File: src/rtl/hlsm_sched_kernel.sv
// rtl/hlsm_sched_kernel.sv - multicycle-scheduled HLSM kernel: x=f-d, y=a-b, z=max-select(d,e)
module hlsm_sched_kernel #(
    parameter int DATA_W  = 32,
    parameter int MUL_LAT = 2,
    parameter int SIGNED  = 0
) (
    input  logic              Clk,
    input  logic              Rst,
    input  logic              Start,
    input  logic              sel,
    input  logic [DATA_W-1:0] a,
    input  logic [DATA_W-1:0] b,
    input  logic [DATA_W-1:0] c,
    output logic              Done,
    output logic              Busy,
    output logic [DATA_W-1:0] x,
    output logic [DATA_W-1:0] y,
    output logic [DATA_W-1:0] z
);

    localparam int CNT_W = (MUL_LAT > 1) ? $clog2(MUL_LAT) : 1;
    localparam logic [CNT_W-1:0] CNT_INIT = CNT_W'(MUL_LAT - 1);

    typedef enum logic [2:0] {
        IDLE   = 3'd0,
        S_ADD  = 3'd1,
        S_MUL  = 3'd2,
        S_ALT  = 3'd3,
        S_CMP  = 3'd4,
        S_SEL  = 3'd5,
        S_DONE = 3'd6
    } state_t;

    state_t state, state_nxt;

    logic [DATA_W-1:0] ra, rb, rc;
    logic              rsel;
    logic [DATA_W-1:0] d, e, f;
    logic              g;
    logic [DATA_W-1:0] xr, yr, zr;
    logic [CNT_W-1:0]  cnt;
    logic              gt;

    // SIGNED changes only how d and e are ordered; arithmetic is plain modulo 2^DATA_W
    always_comb begin
        gt = 1'b0;
        if (SIGNED != 0)
            gt = ($signed(d) > $signed(e));
        else
            gt = (d > e);
    end

    always_ff @(posedge Clk) begin
        if (Rst)
            state <= IDLE;
        else
            state <= state_nxt;
    end

    always_comb begin
        state_nxt = state;
        case (state)
            IDLE:    if (Start) state_nxt = S_ADD;
            S_ADD:   state_nxt = S_MUL;
            S_MUL:   if (cnt == '0) state_nxt = rsel ? S_ALT : S_CMP;
            S_ALT:   if (cnt == '0) state_nxt = S_CMP;
            S_CMP:   state_nxt = S_SEL;
            S_SEL:   state_nxt = S_DONE;
            S_DONE:  state_nxt = IDLE;
            default: state_nxt = IDLE;
        endcase
    end

    assign Busy = (state != IDLE);

    always_ff @(posedge Clk) begin
        if (Rst) begin
            ra   <= '0;
            rb   <= '0;
            rc   <= '0;
            rsel <= 1'b0;
            d    <= '0;
            e    <= '0;
            f    <= '0;
            g    <= 1'b0;
            xr   <= '0;
            yr   <= '0;
            zr   <= '0;
            cnt  <= '0;
            x    <= '0;
            y    <= '0;
            z    <= '0;
            Done <= 1'b0;
        end else begin
            Done <= 1'b0;
            case (state)
                IDLE: begin
                    if (Start) begin
                        ra   <= a;
                        rb   <= b;
                        rc   <= c;
                        rsel <= sel;
                    end
                end
                S_ADD: begin
                    d   <= ra + rb;
                    e   <= ra + rc;
                    cnt <= CNT_INIT;
                end
                // The multiplier is modelled as occupied for MUL_LAT cycles; the product lands on the last one
                S_MUL: begin
                    if (cnt != '0) begin
                        cnt <= cnt - CNT_W'(1);
                    end else begin
                        f   <= ra * rc;
                        cnt <= CNT_INIT;
                    end
                end
                S_ALT: begin
                    if (cnt != '0) begin
                        cnt <= cnt - CNT_W'(1);
                    end else begin
                        yr <= ra - rb;
                        e  <= rb * rc;
                    end
                end
                S_CMP: begin
                    g  <= gt;
                    xr <= f - d;
                end
                S_SEL: begin
                    zr <= g ? d : e;
                end
                S_DONE: begin
                    x    <= xr;
                    z    <= zr;
                    if (rsel) y <= yr;
                    Done <= 1'b1;
                end
                default: ;
            endcase
        end
    end

endmodule

File: config.mk
export PLATFORM = sky130hd
export DESIGN_NAME = hlsm_sched_kernel
export DESIGN_NICKNAME = d
export VERILOG_FILES = /design/src/rtl/hlsm_sched_kernel.sv
export SDC_FILE = /design/constraint.sdc
export NUM_CORES = 2
export LEC_CHECK = 0
export CAP_MARGIN = 20
export CORE_ASPECT_RATIO = 1.5
export CORE_MARGIN = 3
export CORE_UTILIZATION = 35
export DETAILED_ROUTE_END_ITERATION = 10
export PLACE_DENSITY_LB_ADDON = 0.25
export SLEW_MARGIN = 20
export SYNTH_ARGS = -nofsm -noshare
export SYNTH_HDL_FRONTEND = slang
export SYNTH_SLANG_ARGS = --single-unit
File: constraint.sdc
create_clock -name Clk -period 7.94 [get_ports Clk]
set_clock_uncertainty 0.1 [all_clocks]
set_input_delay 0.794 -clock Clk [delete_from_list [all_inputs] [get_ports Clk]]
set_output_delay 0.794 -clock Clk [all_outputs]
set_load 0.01 [all_outputs]
==> impl_metrics.toml <==
[worst_setup_path]
crit_path_max_fanout = 17
crit_required_ns = 8.40
cp_common_cell = "fa_1"
rrSetupSlack_ns = 0.33
cp_num_cells = 23
cp_top_family = "adder cells"
cp_num_buf_inv = 2
critPathCapture = "e[29]"
path_cells = "and2_1 > fa_1 > inv_1 > fa_1 > fa_1 > inv_1 > fa_1 > fa_1 > fa_1 > fa_1 > fa_1 > ha_1 > a21o_1 > a21oi_1 > o21ai_0 > a21o_1 > a211oi_1 > o31ai_1 > a21o_1 > a21oi_1 > xnor2_1 > a21oi_1 > a221oi_2"
cp-end-kind = "flip-flop"
r2r_end = "e[29]"
crit_slowest_cell = "dfxtp_1"
r2r-start = "rb[10]"
startpoint = "rb[10]"
start_kind = "flip-flop"
crit_arrival_ns = 8.08
crit_type = "flip-flop to flip-flop"
r2r_cells = 23
max_stage_delay_ns = 0.86

[floorplan]
die_area_um2 = 153000
die_width_um = 320
io_pins = 198
fp.coreArea_um2 = 147000
die_y_um = 478
row_count = 172
initial_core_util = 0.353

[logic_synthesis]
synthDominantCellAreaShare = 0.316
synth_area_um2 = 51900
syn-num-nets = 7468
ys_top_cells_by_count = "1,051 x nand2_1, 929 x inv_1, 820 x fa_1, 594 x and2_1, 430 x a21oi_1"
synth_top_flop_cell = "dfxtp_1"
synth_seq_area_share = 0.151
synth_edf_count = 0
postSynth.asyncResetShare = 0
synthTopCellsByArea = "fa_1 32%, dfxtp_1 15%, ha_1 9.7%, nand2_1 7.6%, and2_1 7.2%"
synth_area_per_cell_um2 = 8.45
yosysWarnings = 0
ys_types = 85
postSynthCellCount = 6146
yosysTopAreaCell = "fa_1"
yosys_register_bits = 391
synth_most_common_cell = "nand2_1"

[clocking]
cts_tree = "built"
worstSkewPairLatency_ns = 0.68
clk_pin_slew_ns = 0.07
cts_buffer_depth = 3
h-tree-depth = 2
cts_inserted_buffers = 46
cts.sinks = 391
root_buffer = "clkbuf_16"
hold_buffers = 0

[timing]
hold_viol = 0
setup-tns-final_ns = 0
setup_violations = 0
slew_viol_final = 0
maxSlewHeadroom = 0.186
max_freq_ghz = 0.131
grt_setup_unrepaired = "false"
setup_slack_ns = 0.327
post-route-min-period_ns = 7.61
period_share = 0.959
tightest_slew_ns = 1.22

[grt]
grt_pass1_vias = 44966
grt_max_degree = 146
grt_usage = 0.245
grt_overflow = 0
antenna_found_initial = 6
grt_pass1_wl_um = 283000

[final_layout]
drive_gt1_frac = 0.0575
areaGrowthSynthToFinish_pct = 12.6
layout.nets = 7565

[route]
firstDrtPassIters = 6
drt_iter0_markers = 2926
drc = 0
routedWlPerCell_um = 22.9
wl_um = 187000
vias_per_cell = 5.18
ant_nets = 0
vias = 42454

[pwr]
p_per_area_nw_per_um2 = 242
ir_drop_uv = 161
p_leak_nw = 26.5

[placement]
io_buffers = 197
place_ws_ns = 0.180
place_congestion = 0.960
dp_hpwl_um = 150000

[run]
maxCapViolCount = 0

[status]
outcome = "finished clean"

[hold_path]
hold_path.class = "flip-flop to flip-flop"
==> cells in the final DEF (no fill, tap or decap), types with 196 or more instances in the layout <==
cell	netlist	final
dfxtp_1	391	374
a21oi_1	430	430
nand2_1	1051	1049
clkdlybuf4s50_1	0	196
ha_1	402	402
inv_1	929	929
xnor2_1	216	216
nor2_1	208	205
and2_1	594	591
buf_4	1	196
fa_1	820	820
==> through the flow <==
stage / power (mW) / cells / util / area, um2 / hold WS, ns
floorplan: 8.35 / 6146 / - / 51900 / 0.330
global route: 15.1 / 8195 / 0.398 / 58500 / 0.365
global placement: 11.7 / 8109 / 0.387 / 56900 / 0.339
detailed placement: 11.7 / 8109 / 0.387 / 56900 / 0.343
finish: 14.1 / 8199 / 0.398 / 58500 / 0.324
CTS: 14.1 / 8194 / 0.398 / 58400 / 0.328
==> worst min-delay path, cell delays in order (launching register included) <==
cell	delay [ns]
dfxtp_1	0.31
nand2_1	0.05
a21oi_1	0.05
==> how the worst min path moves through the flow <==
| stage | startpoint | to | slack, ns | cells after the start |
|---|---|---|---|---|
| floorplan | xr[30] | xr[30] | 0.33 | 2 |
| global placement | xr[29] | x[29] | 0.34 | 2 |
| detailed placement | xr[29] | x[29] | 0.34 | 2 |
| CTS | xr[29] | x[29] | 0.33 | 2 |
| global route | xr[28] | x[28] | 0.37 | 2 |
| finish | xr[29] | x[29] | 0.32 | 2 |
==> final cells by class <==
class / instances / area, um2
inverter: 931 / 3490
fill: 15015 / 88500
sequential: 391 / 7860
clock inverter: 28 / 323
timing repair buffer: 414 / 3870
multi-input combinational: 4459 / 39300
antenna: 5 / 12.5
tap: 1914 / 2390
clock buffer: 57 / 1260
==> cells by family (layout without fill, tap and decap cells) <==
logic type,after synthesis,after routing,share of synthesized area
simple gates,2068,2068,0.188
buf+inv,1296,1430,0.0939
fa+ha+maj,1222,1222,0.413
compound gates,864,864,0.102
flops,391,391,0.151
xor+xnor,271,271,0.0457
mux,34,34,0.00658
other cells,0,5,0
==> power breakdown <==
| group | internal [mW] | switching (mW) |
|---|---|---|
| combinational | 3.35 | 5.36 |
| clock | 1.28 | 1.03 |
| sequential | 2.33 | 0.793 |
==> metal layers <==
metal | vias up | GRT usage | part of all wire
li1 | 19263 | - | -
met4 | 4 | 0.142 | 0.070
met2 | 1439 | 0.417 | 0.48
met5 | - | 0 | 0.00014
met3 | 419 | 0.0299 | 0.056
met1 | 21329 | 0.299 | 0.39
==> timing repair <==
item,4_1_cts,5_1_grt
setup buffers,0,0
gates resized for setup,0,12
endpoints found under the setup margin,0,6
(Power assumes the default switching activity.)
